<file path="src/rtl/pipeid_fwd_if.sv">
// Bus bundle for the pipeid_fwd ID stage: IF/ID inputs, EX/MEM/WB feedback, PC control and ID/EX outputs.
// The stall_cnt/bubble_cnt signals exist only when PIPEID_PERF_EN is defined.
interface pipeid_fwd_if #(
    parameter int unsigned XLEN = 32
);
    logic            freeze;
    logic [31:0]     inst;
    logic [XLEN-1:0] dpc4;

    logic            ewreg;
    logic            em2reg;
    logic [4:0]      ern;
    logic            mwreg;
    logic            mm2reg;
    logic [4:0]      mrn;
    logic [XLEN-1:0] ealu;
    logic [XLEN-1:0] malu;
    logic [XLEN-1:0] mmo;
    logic            wwreg;
    logic [4:0]      wrn;
    logic [XLEN-1:0] wdi;

    logic            wpcir;
    logic [1:0]      pcsource;
    logic [XLEN-1:0] bpc;
    logic [XLEN-1:0] jpc;

    logic            e_wreg;
    logic            e_m2reg;
    logic            e_wmem;
    logic            e_aluimm;
    logic            e_shift;
    logic            e_jal;
    logic [3:0]      e_aluc;
    logic [4:0]      e_rn;
    logic [XLEN-1:0] e_a;
    logic [XLEN-1:0] e_b;
    logic [XLEN-1:0] e_imm;
    logic [XLEN-1:0] e_pc4;
`ifdef PIPEID_PERF_EN
    logic [31:0]     stall_cnt;
    logic [31:0]     bubble_cnt;
`endif

    // ID stage side
    modport slave (
        input  freeze, inst, dpc4,
        input  ewreg, em2reg, ern, mwreg, mm2reg, mrn, ealu, malu, mmo,
        input  wwreg, wrn, wdi,
        output wpcir, pcsource, bpc, jpc,
        output e_wreg, e_m2reg, e_wmem, e_aluimm, e_shift, e_jal,
        output e_aluc, e_rn, e_a, e_b, e_imm, e_pc4
`ifdef PIPEID_PERF_EN
        , output stall_cnt, bubble_cnt
`endif
    );

    // Surrounding pipeline side
    modport master (
        output freeze, inst, dpc4,
        output ewreg, em2reg, ern, mwreg, mm2reg, mrn, ealu, malu, mmo,
        output wwreg, wrn, wdi,
        input  wpcir, pcsource, bpc, jpc,
        input  e_wreg, e_m2reg, e_wmem, e_aluimm, e_shift, e_jal,
        input  e_aluc, e_rn, e_a, e_b, e_imm, e_pc4
`ifdef PIPEID_PERF_EN
        , input stall_cnt, bubble_cnt
`endif
    );
endinterface

</file>
<file path="src/rtl/pipeid_fwd.sv">
// MIPS-subset ID stage: decode, NREG x XLEN register file with write-first bypass, EX/MEM forwarding,
// load-use stall, ID branch/jump resolution and the ID/EX register. PIPEID_PERF_EN adds stall/bubble counters.
module pipeid_fwd #(
    parameter int unsigned XLEN = 32,
    parameter int unsigned NREG = 32
) (
    input logic         clock,
    input logic         reset,
    pipeid_fwd_if.slave bus
);
    localparam int unsigned AW = (NREG > 1) ? $clog2(NREG) : 1;
    localparam logic [4:0]  RA = 5'd31;

    typedef struct packed {
        logic            wreg;
        logic            m2reg;
        logic            wmem;
        logic            aluimm;
        logic            shift;
        logic            jal;
        logic [3:0]      aluc;
        logic [4:0]      rn;
        logic [XLEN-1:0] a;
        logic [XLEN-1:0] b;
        logic [XLEN-1:0] imm;
        logic [XLEN-1:0] pc4;
    } idex_t;

    logic [5:0]  op;
    logic [5:0]  funct;
    logic [4:0]  rs;
    logic [4:0]  rt;
    logic [4:0]  rd;
    logic [4:0]  sa;
    logic [15:0] imm16;
    logic [25:0] addr;

    assign op    = bus.inst[31:26];
    assign rs    = bus.inst[25:21];
    assign rt    = bus.inst[20:16];
    assign rd    = bus.inst[15:11];
    assign sa    = bus.inst[10:6];
    assign funct = bus.inst[5:0];
    assign imm16 = bus.inst[15:0];
    assign addr  = bus.inst[25:0];

    logic r_op;
    logic i_add, i_sub, i_and, i_or, i_xor, i_sll, i_srl, i_sra, i_jr;
    logic i_addi, i_andi, i_ori, i_xori, i_lui, i_lw, i_sw, i_beq, i_bne, i_j, i_jal;

    assign r_op   = (op == 6'b000000);
    assign i_add  = r_op && (funct == 6'b100000);
    assign i_sub  = r_op && (funct == 6'b100010);
    assign i_and  = r_op && (funct == 6'b100100);
    assign i_or   = r_op && (funct == 6'b100101);
    assign i_xor  = r_op && (funct == 6'b100110);
    assign i_sll  = r_op && (funct == 6'b000000);
    assign i_srl  = r_op && (funct == 6'b000010);
    assign i_sra  = r_op && (funct == 6'b000011);
    assign i_jr   = r_op && (funct == 6'b001000);
    assign i_addi = (op == 6'b001000);
    assign i_andi = (op == 6'b001100);
    assign i_ori  = (op == 6'b001101);
    assign i_xori = (op == 6'b001110);
    assign i_lui  = (op == 6'b001111);
    assign i_lw   = (op == 6'b100011);
    assign i_sw   = (op == 6'b101011);
    assign i_beq  = (op == 6'b000100);
    assign i_bne  = (op == 6'b000101);
    assign i_j    = (op == 6'b000010);
    assign i_jal  = (op == 6'b000011);

    logic is_shift, is_ralu, dest_rt, dec_wreg, dec_sext, dec_aluimm, use_rs, use_rt;

    assign is_shift   = i_sll || i_srl || i_sra;
    assign is_ralu    = i_add || i_sub || i_and || i_or || i_xor || is_shift;
    assign dest_rt    = i_addi || i_andi || i_ori || i_xori || i_lui || i_lw;
    assign dec_wreg   = is_ralu || dest_rt || i_jal;
    assign dec_sext   = i_addi || i_lw || i_sw || i_beq || i_bne;
    assign dec_aluimm = dest_rt || i_sw;
    assign use_rs     = (is_ralu && !is_shift) || i_jr || i_addi || i_andi || i_ori || i_xori
                      || i_lw || i_sw || i_beq || i_bne;
    assign use_rt     = is_ralu || i_jr || i_sw || i_beq || i_bne;

    // Pipeline ALU code: bit 2 selects sub/or/srl, bit 3 arithmetic right shift.
    logic [3:0] dec_aluc;
    always_comb begin
        dec_aluc = 4'b0000;
        if (i_sub || i_beq || i_bne)      dec_aluc = 4'b0100;
        else if (i_and || i_andi)         dec_aluc = 4'b0001;
        else if (i_or || i_ori)           dec_aluc = 4'b0101;
        else if (i_xor || i_xori)         dec_aluc = 4'b0010;
        else if (i_lui)                   dec_aluc = 4'b0110;
        else if (i_sll)                   dec_aluc = 4'b0011;
        else if (i_srl)                   dec_aluc = 4'b0111;
        else if (i_sra)                   dec_aluc = 4'b1111;
    end

    logic [XLEN-1:0] imm_sext, imm_zext, imm_sa;
    assign imm_sext = {{(XLEN-16){imm16[15]}}, imm16};
    assign imm_zext = XLEN'(imm16);
    assign imm_sa   = XLEN'(sa);

    logic [XLEN-1:0] rf_q [NREG];

    // Operand select per source: EX result, then MEM result/load data, then the bypassed register file.
    logic [1:0][4:0]      src;
    logic [1:0][XLEN-1:0] opnd;
    assign src = {rt, rs};

    always_comb begin
        for (int s = 0; s < 2; s++) begin
            opnd[s] = '0;
            if (bus.ewreg && !bus.em2reg && (bus.ern != 5'd0) && (bus.ern == src[s])) begin
                opnd[s] = bus.ealu;
            end else if (bus.mwreg && (bus.mrn != 5'd0) && (bus.mrn == src[s])) begin
                opnd[s] = bus.mm2reg ? bus.mmo : bus.malu;
            end else if ((src[s] != 5'd0) && (32'(src[s]) < NREG)) begin
                opnd[s] = (bus.wwreg && (bus.wrn == src[s])) ? bus.wdi : rf_q[src[s][AW-1:0]];
            end
        end
    end

    logic stall, wpcir, br_taken;
    assign stall = bus.ewreg && bus.em2reg && (bus.ern != 5'd0)
                && ((use_rs && (bus.ern == rs)) || (use_rt && (bus.ern == rt)));
    assign wpcir    = !(stall || bus.freeze);
    assign br_taken = (i_beq && (opnd[0] == opnd[1])) || (i_bne && (opnd[0] != opnd[1]));

    // A stalled instruction must not redirect the PC until its operands are valid.
    logic [1:0] pcsource;
    always_comb begin
        pcsource = 2'b00;
        if (!stall) begin
            if (i_jr)              pcsource = 2'b10;
            else if (i_j || i_jal) pcsource = 2'b11;
            else if (br_taken)     pcsource = 2'b01;
        end
    end

    assign bus.wpcir    = wpcir;
    assign bus.pcsource = pcsource;
    assign bus.bpc      = bus.dpc4 + (imm_sext << 2);
    assign bus.jpc      = {bus.dpc4[XLEN-1:28], addr, 2'b00};

    idex_t dec_e, idex_d, idex_q;
    always_comb begin
        dec_e        = '0;
        dec_e.wreg   = dec_wreg;
        dec_e.m2reg  = i_lw;
        dec_e.wmem   = i_sw;
        dec_e.aluimm = dec_aluimm;
        dec_e.shift  = is_shift;
        dec_e.jal    = i_jal;
        dec_e.aluc   = dec_aluc;
        dec_e.rn     = i_jal ? RA : (dest_rt ? rt : rd);
        dec_e.a      = opnd[0];
        dec_e.b      = opnd[1];
        dec_e.imm    = is_shift ? imm_sa : (dec_sext ? imm_sext : imm_zext);
        dec_e.pc4    = bus.dpc4;

        // Freeze wins over the stall; the hazard is re-evaluated once freeze drops.
        idex_d = idex_q;
        if (!bus.freeze) begin
            idex_d = stall ? idex_t'('0) : dec_e;
        end
    end

    always_ff @(posedge clock) begin
        if (reset) idex_q <= '0;
        else       idex_q <= idex_d;
    end

    always_ff @(posedge clock) begin
        if (reset) begin
            for (int unsigned i = 0; i < NREG; i++) rf_q[AW'(i)] <= '0;
        end else if (bus.wwreg && (bus.wrn != 5'd0) && (32'(bus.wrn) < NREG)) begin
            rf_q[bus.wrn[AW-1:0]] <= bus.wdi;
        end
    end

    assign bus.e_wreg   = idex_q.wreg;
    assign bus.e_m2reg  = idex_q.m2reg;
    assign bus.e_wmem   = idex_q.wmem;
    assign bus.e_aluimm = idex_q.aluimm;
    assign bus.e_shift  = idex_q.shift;
    assign bus.e_jal    = idex_q.jal;
    assign bus.e_aluc   = idex_q.aluc;
    assign bus.e_rn     = idex_q.rn;
    assign bus.e_a      = idex_q.a;
    assign bus.e_b      = idex_q.b;
    assign bus.e_imm    = idex_q.imm;
    assign bus.e_pc4    = idex_q.pc4;

`ifdef PIPEID_PERF_EN
    // Saturating event counters: PC-hold cycles and bubbles actually loaded.
    logic [31:0] stall_cnt_q, stall_cnt_d, bubble_cnt_q, bubble_cnt_d;
    always_comb begin
        stall_cnt_d  = stall_cnt_q;
        bubble_cnt_d = bubble_cnt_q;
        if (!wpcir && (stall_cnt_q != 32'hFFFF_FFFF)) stall_cnt_d = stall_cnt_q + 32'd1;
        if (stall && !bus.freeze && (bubble_cnt_q != 32'hFFFF_FFFF)) bubble_cnt_d = bubble_cnt_q + 32'd1;
    end

    always_ff @(posedge clock) begin
        if (reset) begin
            stall_cnt_q  <= '0;
            bubble_cnt_q <= '0;
        end else begin
            stall_cnt_q  <= stall_cnt_d;
            bubble_cnt_q <= bubble_cnt_d;
        end
    end

    assign bus.stall_cnt  = stall_cnt_q;
    assign bus.bubble_cnt = bubble_cnt_q;
`endif
endmodule

</file>
<file path="src/flat_wrapper.sv">
// flat-port wrapper written by rule: the top's interface ports become plain ports
module pipeid_fwd_flat 
#(
    parameter int unsigned XLEN = 32,
    parameter int unsigned NREG = 32
)
  (clock, reset, bus_freeze, bus_inst, bus_dpc4, bus_ewreg, bus_em2reg, bus_ern, bus_mwreg, bus_mm2reg, bus_mrn, bus_ealu, bus_malu, bus_mmo, bus_wwreg, bus_wrn, bus_wdi, bus_wpcir, bus_pcsource, bus_bpc, bus_jpc, bus_e_wreg, bus_e_m2reg, bus_e_wmem, bus_e_aluimm, bus_e_shift, bus_e_jal, bus_e_aluc, bus_e_rn, bus_e_a, bus_e_b, bus_e_imm, bus_e_pc4);
  pipeid_fwd_if #(.XLEN(XLEN)) bus_i ();
  input logic clock;
  input logic reset;
  input wire logic [$bits(bus_i.freeze)-1:0] bus_freeze;
  input wire logic [$bits(bus_i.inst)-1:0] bus_inst;
  input wire logic [$bits(bus_i.dpc4)-1:0] bus_dpc4;
  input wire logic [$bits(bus_i.ewreg)-1:0] bus_ewreg;
  input wire logic [$bits(bus_i.em2reg)-1:0] bus_em2reg;
  input wire logic [$bits(bus_i.ern)-1:0] bus_ern;
  input wire logic [$bits(bus_i.mwreg)-1:0] bus_mwreg;
  input wire logic [$bits(bus_i.mm2reg)-1:0] bus_mm2reg;
  input wire logic [$bits(bus_i.mrn)-1:0] bus_mrn;
  input wire logic [$bits(bus_i.ealu)-1:0] bus_ealu;
  input wire logic [$bits(bus_i.malu)-1:0] bus_malu;
  input wire logic [$bits(bus_i.mmo)-1:0] bus_mmo;
  input wire logic [$bits(bus_i.wwreg)-1:0] bus_wwreg;
  input wire logic [$bits(bus_i.wrn)-1:0] bus_wrn;
  input wire logic [$bits(bus_i.wdi)-1:0] bus_wdi;
  output wire logic [$bits(bus_i.wpcir)-1:0] bus_wpcir;
  output wire logic [$bits(bus_i.pcsource)-1:0] bus_pcsource;
  output wire logic [$bits(bus_i.bpc)-1:0] bus_bpc;
  output wire logic [$bits(bus_i.jpc)-1:0] bus_jpc;
  output wire logic [$bits(bus_i.e_wreg)-1:0] bus_e_wreg;
  output wire logic [$bits(bus_i.e_m2reg)-1:0] bus_e_m2reg;
  output wire logic [$bits(bus_i.e_wmem)-1:0] bus_e_wmem;
  output wire logic [$bits(bus_i.e_aluimm)-1:0] bus_e_aluimm;
  output wire logic [$bits(bus_i.e_shift)-1:0] bus_e_shift;
  output wire logic [$bits(bus_i.e_jal)-1:0] bus_e_jal;
  output wire logic [$bits(bus_i.e_aluc)-1:0] bus_e_aluc;
  output wire logic [$bits(bus_i.e_rn)-1:0] bus_e_rn;
  output wire logic [$bits(bus_i.e_a)-1:0] bus_e_a;
  output wire logic [$bits(bus_i.e_b)-1:0] bus_e_b;
  output wire logic [$bits(bus_i.e_imm)-1:0] bus_e_imm;
  output wire logic [$bits(bus_i.e_pc4)-1:0] bus_e_pc4;
  assign bus_i.freeze = bus_freeze;
  assign bus_i.inst = bus_inst;
  assign bus_i.dpc4 = bus_dpc4;
  assign bus_i.ewreg = bus_ewreg;
  assign bus_i.em2reg = bus_em2reg;
  assign bus_i.ern = bus_ern;
  assign bus_i.mwreg = bus_mwreg;
  assign bus_i.mm2reg = bus_mm2reg;
  assign bus_i.mrn = bus_mrn;
  assign bus_i.ealu = bus_ealu;
  assign bus_i.malu = bus_malu;
  assign bus_i.mmo = bus_mmo;
  assign bus_i.wwreg = bus_wwreg;
  assign bus_i.wrn = bus_wrn;
  assign bus_i.wdi = bus_wdi;
  assign bus_wpcir = bus_i.wpcir;
  assign bus_pcsource = bus_i.pcsource;
  assign bus_bpc = bus_i.bpc;
  assign bus_jpc = bus_i.jpc;
  assign bus_e_wreg = bus_i.e_wreg;
  assign bus_e_m2reg = bus_i.e_m2reg;
  assign bus_e_wmem = bus_i.e_wmem;
  assign bus_e_aluimm = bus_i.e_aluimm;
  assign bus_e_shift = bus_i.e_shift;
  assign bus_e_jal = bus_i.e_jal;
  assign bus_e_aluc = bus_i.e_aluc;
  assign bus_e_rn = bus_i.e_rn;
  assign bus_e_a = bus_i.e_a;
  assign bus_e_b = bus_i.e_b;
  assign bus_e_imm = bus_i.e_imm;
  assign bus_e_pc4 = bus_i.e_pc4;
  pipeid_fwd #(.XLEN(XLEN), .NREG(NREG)) u_core (.clock(clock), .reset(reset), .bus(bus_i));
endmodule
</file>
<file path="config.mk">
export PLATFORM = sky130hd
export DESIGN_NAME = pipeid_fwd_flat
export DESIGN_NICKNAME = d
export VERILOG_FILES = /design/src/rtl/pipeid_fwd_if.sv /design/src/rtl/pipeid_fwd.sv /design/src/flat_wrapper.sv
export SDC_FILE = /design/constraint.sdc
export NUM_CORES = 2
export LEC_CHECK = 0
export CORE_AREA = 2 2 314 316
export CTS_BUF_LIST = sky130_fd_sc_hd__clkbuf_2 sky130_fd_sc_hd__clkbuf_4 sky130_fd_sc_hd__clkbuf_8
export CTS_CLUSTER_SIZE = 40
export DETAILED_ROUTE_END_ITERATION = 7
export DIE_AREA = 0 0 316 318
export MAX_ROUTING_LAYER = met4
export PLACE_DENSITY = 0.88
export SYNTH_ARGS = -nofsm -noshare
export SYNTH_HDL_FRONTEND = slang
export SYNTH_SLANG_ARGS = --single-unit
</file>
<file path="constraint.sdc">
create_clock -name clock -period 7.9 [get_ports clock]
set_input_delay 1.58 -clock clock [delete_from_list [all_inputs] [get_ports clock]]
set_output_delay 1.58 -clock clock [all_outputs]
set_load 0.01 [all_outputs]
</file>
==> metrics.md <==
| Metric | Value |
|---|---|
| Status | `finished, violations left` |
| Failing checks | `design-rule violations, negative setup slack` |
| Max-cap violations | `0` |
| CTS tree | `built` |
| Core Area | `97400 um2` |
| DRT antenna net count | `0` |
| Drt via density | `7.52` |
| Hold Vio Cnt, Final | `0` |
| Slew Viols, Final | `0` |
| Vias in the first global route | `51100` |
| Top FF cell, synth | `edfxtp_1` |
| Detailed Place HPWL | `about 170 mm` |
| Fmax | `0.126 GHz` |
| Final Cell Area | `around 75000 um2` |
| Pre-antenna DRT Iters | `8` |
| GRT overflow | `0` |
| Clock slew seen by the registers of the worst setup and hold paths | `approximately 70 ps` |
| Die Span Y | `roughly 320 um` |
| Worst Max-Slew Pin Slew | `1350 ps` |
| Syn Inst Count | `5032` |
| Clk_lat worst skew | `960 ps` |
| Num CTS Buffers | `182` |
| Syn_area_per_cell | `12.8 um2` |
| Number of synthesized register bits | `1152` |
| Synth cell types | `between 90 and 100` |
| Final Setup Violations | `1` |
| RSZ-0062 raised after global routing | `false` |
| Initial antenna violation count | `30` |
| Final Util | `76.9%` |
| CP Max Fanout | `28` |
| Most frequent cells in the layout | `1024 x edfxtp_1, 971 x and2_1, 409 x clkdlybuf4s50_1` |
| DRC errors left | `54` |
| Starting density of the core | `66.3%` |
| Largest net degree at the start of global routing | `93` |
| Clock Tree Buf Depth | `3` |
| Wire per inst | `36.4 um` |
| Crit. End Element | `output pin` |
| Layout cells sized above 1 | `between 20 and 25%` |
| Maximum VDD drop | `215 uV` |
| Row count | `115` |
| Layout area overhead | `16.1%` |
| CTS Hold Buffers Added | `0` |
| Setup ws final | `-66.9 ps` |
| Die Width | `316 um` |
| Gr usage total | `just over 50%` |
| Post-layout min period | `7970 ps` |
| Placer Congestion | `1.05` |
| Nets | `around 5700` |
| Slew margin rel. | `10.2%` |
| Pwr/cell area | `200 nW/um2` |
| CP required | `between 6000 and 7000 ps` |
| Vias | `52400` |
| Sequential cell area fraction in the yosys report | `51.6%` |
| Clock Skews | `43.1 ps` |
| Crit start category | `primary input` |
| Hold Path Class | `register to register` |
| Number of instances in the placed design | `6591` |
| Routed wire length | `around 250 mm` |
| Root buffer cell | `clkbuf_8` |
| Final cell count without fillers | `6966` |
| Die area | `~100000 um2` |
| Post-synth ARST share | `0%` |
| Clock sink count | `around 1200` |
| Post-DP Area | `71200 um2` |
| Detailed Route Iter0 Violations | `10300` |
| Buffers on Ports | `422` |
| # IOs | `425` |
| P_leak | `roughly 28 nW` |
| Post-Synthesis Cell Area | `64500 um2` |
| Yosys warnings | `0` |
| H-tree levels | `4` |
| Post-synth EDFFs | `between 1000 and 1500` |
| R2R Path Start | `u_core.rf_q[8][11]` |
| Fin crit share | `101%` |
| Setup CP Type | `primary input to output pin` |
| CP arrival | `6390 ps` |
| Worst setup startpoint | `bus_inst[16]` |
| First-pass GRT wire length | `353 mm` |
| Most common cell after layout, fill and taps aside | `edfxtp_1` |
| Hold Startpoint | `u_core.bus.e_a[13]` |
## cell type report
type,count,area (um2)
clock inverter,94,537
antenna,40,100
tap,1287,1610
inverter,18,67.6
fill,5681,22500
sequential,1152,33300
multi-input combinational,3333,28600
timing repair buffer,801,7670
clock buffer,241,3020
## power breakdown
part	switching, mW	internal [mW]
Combinational	1.58	1.12
Sequential	0.204	6.98
Clock	2.53	2.57
Total	4.31	10.7
## logic make-up after synthesis
logic type	Yosys count	synth area share, %
adder cells (fa/ha/maj)	31	0.609
multiplexers	739	18.8
flip-flops	1152	51.6
other	1	0.00581
AO/OA/AOI/OAI	763	8.30
XOR/XNOR	86	1.17
buffers and inverters	580	4.58
AND/OR/NAND/NOR	1680	14.9
## metal layers
metal,up-vias,part of all wire (%),global-route usage (%)
li1,20000,-,-
met1,24700,29,56.6
met2,5834,43,72.5
met3,1769,18,23.2
met4,0,10,40.0
met5,-,0,-
## flip-flops by register name, indices dropped and copies added (netlist names)
register             flops
u_core.bus.e_shift       1
u_core.rf_q           1024
u_core.bus.e_wreg        1
u_core.bus.e_aluimm      1
u_core.bus.e_b          32
u_core.bus.e_wmem        1
u_core.bus.e_jal         1
u_core.bus.e_imm        17
u_core.bus.e_a          32
u_core.bus.e_pc4        32
u_core.bus.e_m2reg       1
u_core.bus.e_aluc        4
u_core.bus.e_rn          5
## stage by stage
step | power (mW) | setup TNS, ps | hold slack, ps | worst slack (ps)
4_1_cts | 14.8 | 0 | 468 | 90.0
3_3_place_gp | 9.75 | -189 | 449 | -189
5_1_grt | 15.2 | 0 | 489 | 22.3
3_5_place_dp | 9.83 | -102 | 459 | -102
6_report | 15.0 | -66.9 | 473 | -66.9
2_1_floorplan | 8.60 | 0 | 486 | 1650
## synthesized netlist by cell type (12+ instances only)
master / instances / share of area [%]
buf_4: 81 / 0.94
buf_2: 66 / 0.51
nand3_1: 48 / 0.37
a31oi_1: 31 / 0.30
o21ai_0: 42 / 0.33
buf_6: 41 / 0.72
edfxtp_1: 1024 / 48
nor2_1: 259 / 1.5
a21o_1: 33 / 0.38
nor3_1: 78 / 0.60
a211oi_1: 32 / 0.37
and2_1: 970 / 9.4
a22oi_1: 67 / 0.78
or3_1: 13 / 0.13
and3_1: 77 / 0.75
nand4_1: 19 / 0.18
a211o_1: 15 / 0.20
o22ai_1: 47 / 0.46
a311oi_1: 17 / 0.23
a2111oi_0: 12 / 0.16
clkbuf_1: 354 / 2.1
mux4_2: 363 / 13
nand2_1: 88 / 0.51
mux2i_1: 318 / 4.9
buf_1: 14 / 0.081
mux2_2: 47 / 0.82
ha_1: 29 / 0.56
o221ai_1: 112 / 1.5
xnor2_1: 54 / 0.73
dfxtp_1: 128 / 4.0
a221oi_1: 22 / 0.30
nand3b_1: 13 / 0.15
a22o_1: 36 / 0.49
nor2b_1: 20 / 0.19
a21oi_1: 223 / 1.7
or2_2: 35 / 0.34
nor4_1: 17 / 0.16
xor2_1: 32 / 0.43
inv_1: 17 / 0.099
## worst paths after layout
kind / end / slack [ps] / cells after the start
min: u_core.bus.e_a[13] / 470 / 2
max reg2reg: u_core.bus.e_a[11] / 4580 / 12
min reg2reg: u_core.bus.e_a[13] / 470 / 2
max: bus_pcsource[0] / -70 / 14
## critical path: stages
cell and delay (ps):
buf_8 350, buf_12 240, mux4_2 520, mux2i_1 190
o21ai_0 360, o22ai_1 630, o22ai_1 250, xor2_1 210
or4_4 580, nor4b_4 230, nand3_2 150, mux2_4 330
nand2_2 110, clkdlybuf4s50_1 550
## timing repair
action                                  4_1_cts  5_1_grt
buffers inserted                              0        0
hold endpoints to repair                      0        0
gates cloned                                  0        0
endpoints found under the setup margin        1        1
gates resized for setup                       1        9
Note: power is estimated with default switching activity, not from simulation.
